===== src/rtl/npu_result_drain.sv =====
// npu_result_drain: pops NPU result words from the FIFO and streams them as LSB-first bytes, one header byte per group of 2N words
// Ports:
//   clk, rst               single clock, synchronous active-high reset
//   fifo_dout, empty       result FIFO read data (valid the cycle after rd_en) and empty flag
//   rd_en                  one-cycle pop strobe per word
//   tx_data, tx_valid      byte stream toward the host link
//   tx_ready               sink accepts tx_data on tx_valid && tx_ready
//   busy                   high whenever not idle
//   group_cnt              completed groups since reset, wraps
module npu_result_drain #(
    parameter int N = 2,
    parameter logic [7:0] HDR = 8'hA5,
    localparam int WIDTH = 15 + N,
    localparam int NB = (WIDTH + 7) / 8,
    localparam int GRP = 2 * N
) (
    input  logic             clk,
    input  logic             rst,
    input  logic [WIDTH-1:0] fifo_dout,
    input  logic             empty,
    output logic             rd_en,
    output logic [7:0]       tx_data,
    output logic             tx_valid,
    input  logic             tx_ready,
    output logic             busy,
    output logic [15:0]      group_cnt
);
    localparam int SW = NB * 8;
    localparam int BW = NB > 1 ? $clog2(NB) : 1;
    localparam int WW = $clog2(GRP);
    typedef enum logic [2:0] {IDLE, HEAD, POP, CAP, SEND} state_t;
    state_t state;
    logic [BW-1:0] byte_idx;
    logic [WW-1:0] word_idx;
    logic [NB-1:0][7:0] sreg;
    // outputs decode only the registered state, never tx_ready or empty
    assign rd_en = state == POP;
    assign tx_valid = state == HEAD || state == SEND;
    assign busy = state != IDLE;
    assign tx_data = state == HEAD ? HDR : state == SEND ? sreg[byte_idx] : 8'h00;
    always_ff @(posedge clk) begin
        if (rst) begin
            state <= IDLE;
            word_idx <= '0;
            byte_idx <= '0;
            sreg <= '0;
            group_cnt <= '0;
        end else begin
            case (state)
                IDLE: if (!empty) state <= word_idx == '0 ? HEAD : POP;
                HEAD: if (tx_ready) state <= POP;
                POP: state <= CAP;
                CAP: begin
                    sreg <= SW'(fifo_dout);
                    byte_idx <= '0;
                    state <= SEND;
                end
                SEND: if (tx_ready) begin
                    byte_idx <= byte_idx + BW'(1);
                    if (byte_idx == BW'(NB - 1)) begin
                        state <= IDLE;
                        word_idx <= word_idx == WW'(GRP - 1) ? '0 : word_idx + WW'(1);
                        if (word_idx == WW'(GRP - 1)) group_cnt <= group_cnt + 16'd1;
                    end
                end
                default: state <= IDLE;
            endcase
        end
    end
endmodule


===== config.mk =====
export PLATFORM = sky130hd
export DESIGN_NAME = npu_result_drain
export DESIGN_NICKNAME = d
export VERILOG_FILES = /design/src/rtl/npu_result_drain.sv
export SDC_FILE = /design/constraint.sdc
export NUM_CORES = 1
export LEC_CHECK = 0
export CAP_MARGIN = 20
export CORE_MARGIN = 5
export CORE_UTILIZATION = 40
export DETAILED_ROUTE_END_ITERATION = 7
export PLACE_DENSITY_LB_ADDON = 0.15
export REMOVE_ABC_BUFFERS = 1
export SETUP_SLACK_MARGIN = 0.3
export SYNTH_ARGS = -nofsm -noshare
export SYNTH_HDL_FRONTEND = slang
export SYNTH_SLANG_ARGS = --single-unit

===== constraint.sdc =====
create_clock -name clk -period 2.65 [get_ports clk]
set_input_delay 0.265 -clock clk [delete_from_list [all_inputs] [get_ports clk]]
set_output_delay 0.265 -clock clk [all_outputs]
set_load 0.05 [all_outputs]

==> flow_metrics.tcl, run 1 <==
set metrics [dict create \
    htreeDepth 2 \
    vias_per_cell 5.116 \
    start_util_pct 40.83 \
    routed_wl_um 4191 \
    power_frac_comb_pct 15.8 \
    dieHeight_um 79.20 \
    rsz0062_at_grt "false" \
    p_clk_share_pct 37.4 \
    seq_area_frac_synth_pct 41.80 \
    ys_warn_count 0 \
    cts_tree "yes" \
    yosys_most_used_dff "dfxtp_1" \
    cp.required_ns 2.38 \
    synth_area_mm2 0.001916 \
    ys_seq_elements 40 \
    synth_compound_area_share_pct 14.24 \
    cts.sinks 40 \
    outcome "finished clean" \
    clk_latency_ns 0.29 \
    setup_tns_ns 0 \
    core_area_mm2 0.004692 \
    synth_mux_area_share_pct 5.291 \
    cp_max_fo 13 \
    synth.avg_cell_area_um2 7.916 \
    cts_setup_buffers 0 \
    syn_to_final_growth_pct 32.33 \
    cts_buffers 5 \
    synth_edf_count 0 \
    ant_nets 0 \
    crit_chain "nand2b_1 -> nor2_1 -> clkdlybuf4s50_1" \
    overflow 0 \
    arrival_ns 1.87 \
    cp_top_family "buffers and inverters" \
    nets 314 \
    cp.buffers_inverters 1 \
    grt_max_degree 19 \
    synth_xor_area_share_pct 3.658 \
    row_count 25 \
    cpMaxStageDelayCell "clkdlybuf4s50_1" \
    max_stage_delay_ns 0.81 \
    ir_worst_vdd_uv 348.2 \
    slew_headroom_pct 57.68 \
    endpoint_kind "output port" \
    grt_first_pass_wirelength_um 7155 \
    fin_skew_ns 0.006739 \
    clockBufferDepth 2 \
    p_int_mw 0.9689 \
    synth.distinct_cells 35 \
    clk_pin_slew_ns 0.08 \
    antenna_found_initial 0 \
    remaining_drc_errors 0 \
    p_seq_share_pct 46.8 \
    vias 1760 \
    cap_violations 0 \
    numPortBuffers 47 \
    synthAdderAreaFrac_pct 2.613 \
    drt-initial-drc-count 46 \
    layout_min_cycle_time_ns 2.138 \
    p_per_area_mw_per_mm2 518.4 \
    setup_viol 0 \
    synthSimpleGateAreaFrac_pct 27.37 \
    synthCells 242 \
    num_antenna_cells 0 \
    drive_gt1_share_pct 10.00 \
    drv_slew 0 \
    first_pass_iters 4 \
    critPathKind "reg -> out" \
    die_width_um 79.20 \
    p_sw_share_pct 26.27 \
    track_usage_pct 14.18 \
    finalCritPeriodShare_pct 80.69 \
    hpwl_um 3053 \
    max_freq_mhz 467.7 \
    finalHoldViolations 0 \
    crit_path_start_kind "register" \
    p_switching_mw 0.3452 \
    wl_per_cell_um 12.18 \
    place.gp.congestion 0.7563 \
    ys_async_sr_fraction_pct 0 \
    cellLeakagePower_nw 0.8690 \
    worstMarginPinSlew_ns 0.6328 \
    cts_root_buffer "clkbuf_8" \
    ioPinCount 48 \
    die_area_mm2 0.006273 \
    holdBufCountCts 0 \
    post-place-ws_ns 0.3158 \
    setup_ws_ns 0.5118 \
    hold_class "reg -> reg" \
    synth_top_family_by_area "simple AND/OR/NAND/NOR gates" \
    grt_pass1_vias 1594 \
]
## cells by family after synthesis
family	after synthesis
AND/OR/NAND/NOR	106
multiplexers	10
buffers and inverters	25
adder cells (fa/ha/maj)	4
AO/OA/AOI/OAI	49
XOR/XNOR	8
flip-flops	40
## synthesized netlist by cell type (all sizes together), types with 5 or more instances
cell type / count / area share [%]
a21oi: 29 / 7.6
buf: 5 / 1.1
clkbuf: 11 / 2.2
dfxtp: 40 / 42
inv: 9 / 1.8
mux2i: 9 / 4.7
nand2: 44 / 8.6
nand3: 7 / 1.8
nand4: 6 / 2.3
nor2: 20 / 3.9
o21ai: 8 / 2.1
or3: 10 / 3.3
xnor2: 5 / 2.3
## area by class of cell
| class | instances | area [um^2] |
|---|---|---|
| Inverter | 9 | 33.78 |
| Sequential cell | 40 | 800.8 |
| Timing Repair Buffer | 56 | 503.0 |
| Clock buffer | 5 | 68.82 |
| Multi-Input combinational cell | 177 | 1018 |
| Fill cell | 474 | 2157 |
| Tap cell | 54 | 67.56 |
| Clock inverter | 3 | 42.54 |
## cells in the final DEF, fill, tap and decap left out, drive strengths merged, types with 2 or more instances in the layout
cell type,n
mux2i,9
nand2b,4
dfxtp,40
buf,10
nand2,44
clkdlybuf4s50,38
ha,4
a21o,2
nor3,4
clkbuf,12
nand3,7
o22ai,4
nand4,6
xor2,3
or2,2
inv,9
or3,10
xnor2,5
a2111oi,2
and3,4
nor2,20
o21ai,8
a21oi,29
## path summary, 6_finish.rpt
check | cells past startpoint | end | slack (ns) | startpoint
setup / recovery | 3 | rd_en | 0.51 | state[2]
hold / removal | 2 | sreg[5] | 0.46 | sreg[5]
setup reg to reg | 5 | group_cnt[13] | 0.59 | byte_idx[1]
hold reg to reg | 2 | sreg[5] | 0.46 | sreg[5]
## power by group through the flow
stage               clock network, mW  logic [mW]  registers, mW
global route                    0.535       0.221          0.617
floorplan                           0       0.111          0.636
finish                          0.492       0.207          0.615
CTS                             0.510       0.210          0.615
global placement                    0       0.215          0.629
detailed placement                  0       0.215          0.630
## flip-flops by register name (all words and copies together) (netlist names)
signal,cells
state,3
sreg,17
group_cnt,16
word_idx,2
byte_idx,2
## what timing repair did
item	CTS	global route
pin swaps	0	0
setup endpoints to repair	7	8
resized for setup	7	15
## worst min-delay path: stages, from the launching register on
cell     delay (ns)
dfxtp_1        0.31
nand2_1        0.05
a21oi_1        0.05
## routing by layer
metal	GRT usage, %	wire length [um]	vias up
li1	-	-	927
met1	18.27	1978	781
met5	0	0	-
met4	4.124	50	0
met3	4.308	256	6
met2	22.81	1906	46
## through the flow
step,instance area [um^2],hold slack (ns),util [%],power [mW],instances
CTS,2559,0.4586,54.53,1.335,344
global route,2535,0.4806,54.03,1.373,344
floorplan,1853,0.3341,-,0.7471,226
detailed placement,2456,0.4472,52.35,0.8443,336
finish,2535,0.4563,54.03,1.314,344
global placement,2456,0.4416,52.35,0.8448,336
Power figures use the tool's default switching activity.
==> inputs of run 2 (changes only) <==
==> constraint.sdc (replaced) <==
create_clock -name clk -period 1.76 [get_ports clk]
set_input_delay 0.176 -clock clk [delete_from_list [all_inputs] [get_ports clk]]
set_output_delay 0.176 -clock clk [all_outputs]
set_load 0.05 [all_outputs]
==> run 2 against run 1 <==
  * First-iteration DRC count rose by 30%
  * Clock power rose by 35%
  * Clock-buffer cell count rose by 2
  * Final area rose by 35%
  * Register-to-register slack got worse by 0.55 ns
  * Sequential share of layout area fell by 7.7 points
  * Total power rose by 65%
  * Clock skew barely moved
  * Global-route usage rose by 3.9 points
  * Largest cell class unchanged
==> flow_metrics.tcl, run 2 (synthesis results as in run 1) <==
set metrics [dict create \
    r2r_cells 7 \
    rsz0062_at_grt "true" \
    num_antenna_cells 0 \
    p_switching_mw 0.6058 \
    drive_gt1_share_pct 43.03 \
    p_seq_share_pct 42.5 \
    crit-reg2reg-launch "byte_idx[0]" \
    startpoint "state[0]" \
    overflow 0 \
    fin_cells 384 \
    finalCritPeriodShare_pct 99.28 \
    endpoint_kind "output port" \
    drt-initial-drc-count 60 \
    power_frac_comb_pct 26.9 \
    p_sw_share_pct 27.87 \
    cts.sinks 40 \
    row_count 25 \
    grt_first_pass_wirelength_um 8976 \
    ioPinCount 48 \
    ant_nets 0 \
    numPortBuffers 47 \
    max_freq_mhz 572.3 \
    cp_max_fo 7 \
    critPathKind "reg -> out" \
    track_usage_pct 18.04 \
    hpwl_um 3340 \
    hold_class "in -> reg" \
    start_util_pct 40.83 \
    arrival_ns 1.57 \
    gr-max-usage-layer "met2" \
    worstMarginPinSlew_ns 0.4859 \
    cp.required_ns 1.58 \
    antenna_found_initial 0 \
    cts_buffers 5 \
    core_area_mm2 0.004692 \
    cap_violations 0 \
    layout_min_cycle_time_ns 1.747 \
    crit_path_start_kind "register" \
    dp.cells 357 \
    die_area_mm2 0.006273 \
    dieHeight_um 79.20 \
    first_pass_iters 4 \
    cts_root_buffer "clkbuf_8" \
    grt_max_degree 19 \
    largest_reg_flops 17 \
    wl_per_cell_um 14.98 \
    drv_slew 0 \
    place.gp.congestion 0.7743 \
    largest-register "sreg" \
    routed_wl_um 5752 \
    setup_ws_ns 0.01259 \
    cellLeakagePower_nw 1.253 \
    met1_usage_pct 22.25 \
    timing.rr.end "group_cnt[14]" \
    outcome "finished clean" \
    ir_worst_vdd_uv 480.7 \
    post-place-ws_ns -0.4011 \
    finalHoldViolations 0 \
    clk_pin_slew_ns 0.07 \
    reg2reg_slack_ns 0.04 \
    syn_to_final_growth_pct 78.38 \
    slew_headroom_pct 67.74 \
    setup.worst_path.end "tx_data[5]" \
    p_per_area_mw_per_mm2 636.1 \
    p_clk_share_pct 30.6 \
    die_width_um 79.20 \
    remaining_drc_errors 0 \
    setup_viol 0 \
    final_cell_mix "40 x nand2_1, 40 x buf_4, 32 x dfxtp_1, 20 x clkdlybuf4s50_1, 17 x a21oi_1" \
    p_int_mw 1.568 \
    grt_pass1_vias 1883 \
    cts_tree "yes" \
    fin_skew_ns 0.006818 \
    clk_latency_ns 0.30 \
    vias_per_cell 5.292 \
    nets 355 \
    grt_use_met2_pct 29.21 \
    grt_use_met3_pct 5.442 \
    htreeDepth 2 \
    vias 2032 \
    clockBufferDepth 2 \
    largestRegisters "sreg (17), group_cnt (16), state (3)" \
]
## run 2: layer usage
layer	wire, um	vias to the layer above
li1	-	1017
met1	2410	948
met2	2898	57
met3	328	10
met4	114	0
met5	0	-
## run 2: how the worst min path moves through the flow
stage | startpoint | endpoint | cells after the start
6_report | fifo_dout[15] | sreg[15] | 3
4_1_cts | fifo_dout[11] | sreg[11] | 3
3_3_place_gp | sreg[5] | sreg[5] | 2
5_1_grt | fifo_dout[7] | sreg[7] | 3
3_5_place_dp | sreg[2] | sreg[2] | 2
2_1_floorplan | rst | group_cnt[10] | 1
## run 2: power by group through the flow
stage                     sequential, mW  combinational [mW]  clock [mW]
after floorplan                    0.958               0.167           0
after detailed placement           0.946               0.392           0
after global placement             0.946               0.391           0
final                              0.925               0.584       0.665
after global routing               0.926               0.615       0.727
after CTS                          0.927               0.519       0.686
## run 2: what timing repair did
item	CTS	global route
buffers inserted	12	7
hold buffers	0	0
gates cloned	1	0
endpoints found under the setup margin	51	38
pin swaps	34	23
gates resized for setup	79	57
## run 2: through the flow
step,area [um^2],hold slack (ns),setup TNS (ns),power (mW),utilization [%]
final,3417,0.4258,0,2.174,72.83
after detailed placement,2699,0.4456,-2.427,1.337,57.52
after CTS,3158,0.4168,-0.06948,2.132,67.31
after global placement,2699,0.4421,-2.180,1.337,57.52
after global routing,3417,0.4193,-0.2234,2.268,72.83
after floorplan,1853,0.2451,-3.218,1.125,-
## run 2: cell type report
type                       count  area [um^2]
multi-input combinational    178         1420
fill                         334         1275
timing repair buffer          96        983.4
sequential                    40        815.8
clock buffer                   7        96.34
tap                           54        67.56
inverter                       9        33.78
## run 2: critical path, cell delays in order (launching register included)
cell and delay (ns):
dfxtp_2 0.33, buf_6 0.12, nor2_4 0.11, nand2_2 0.07
or2_4 0.32, o22ai_4 0.17, buf_12 0.16
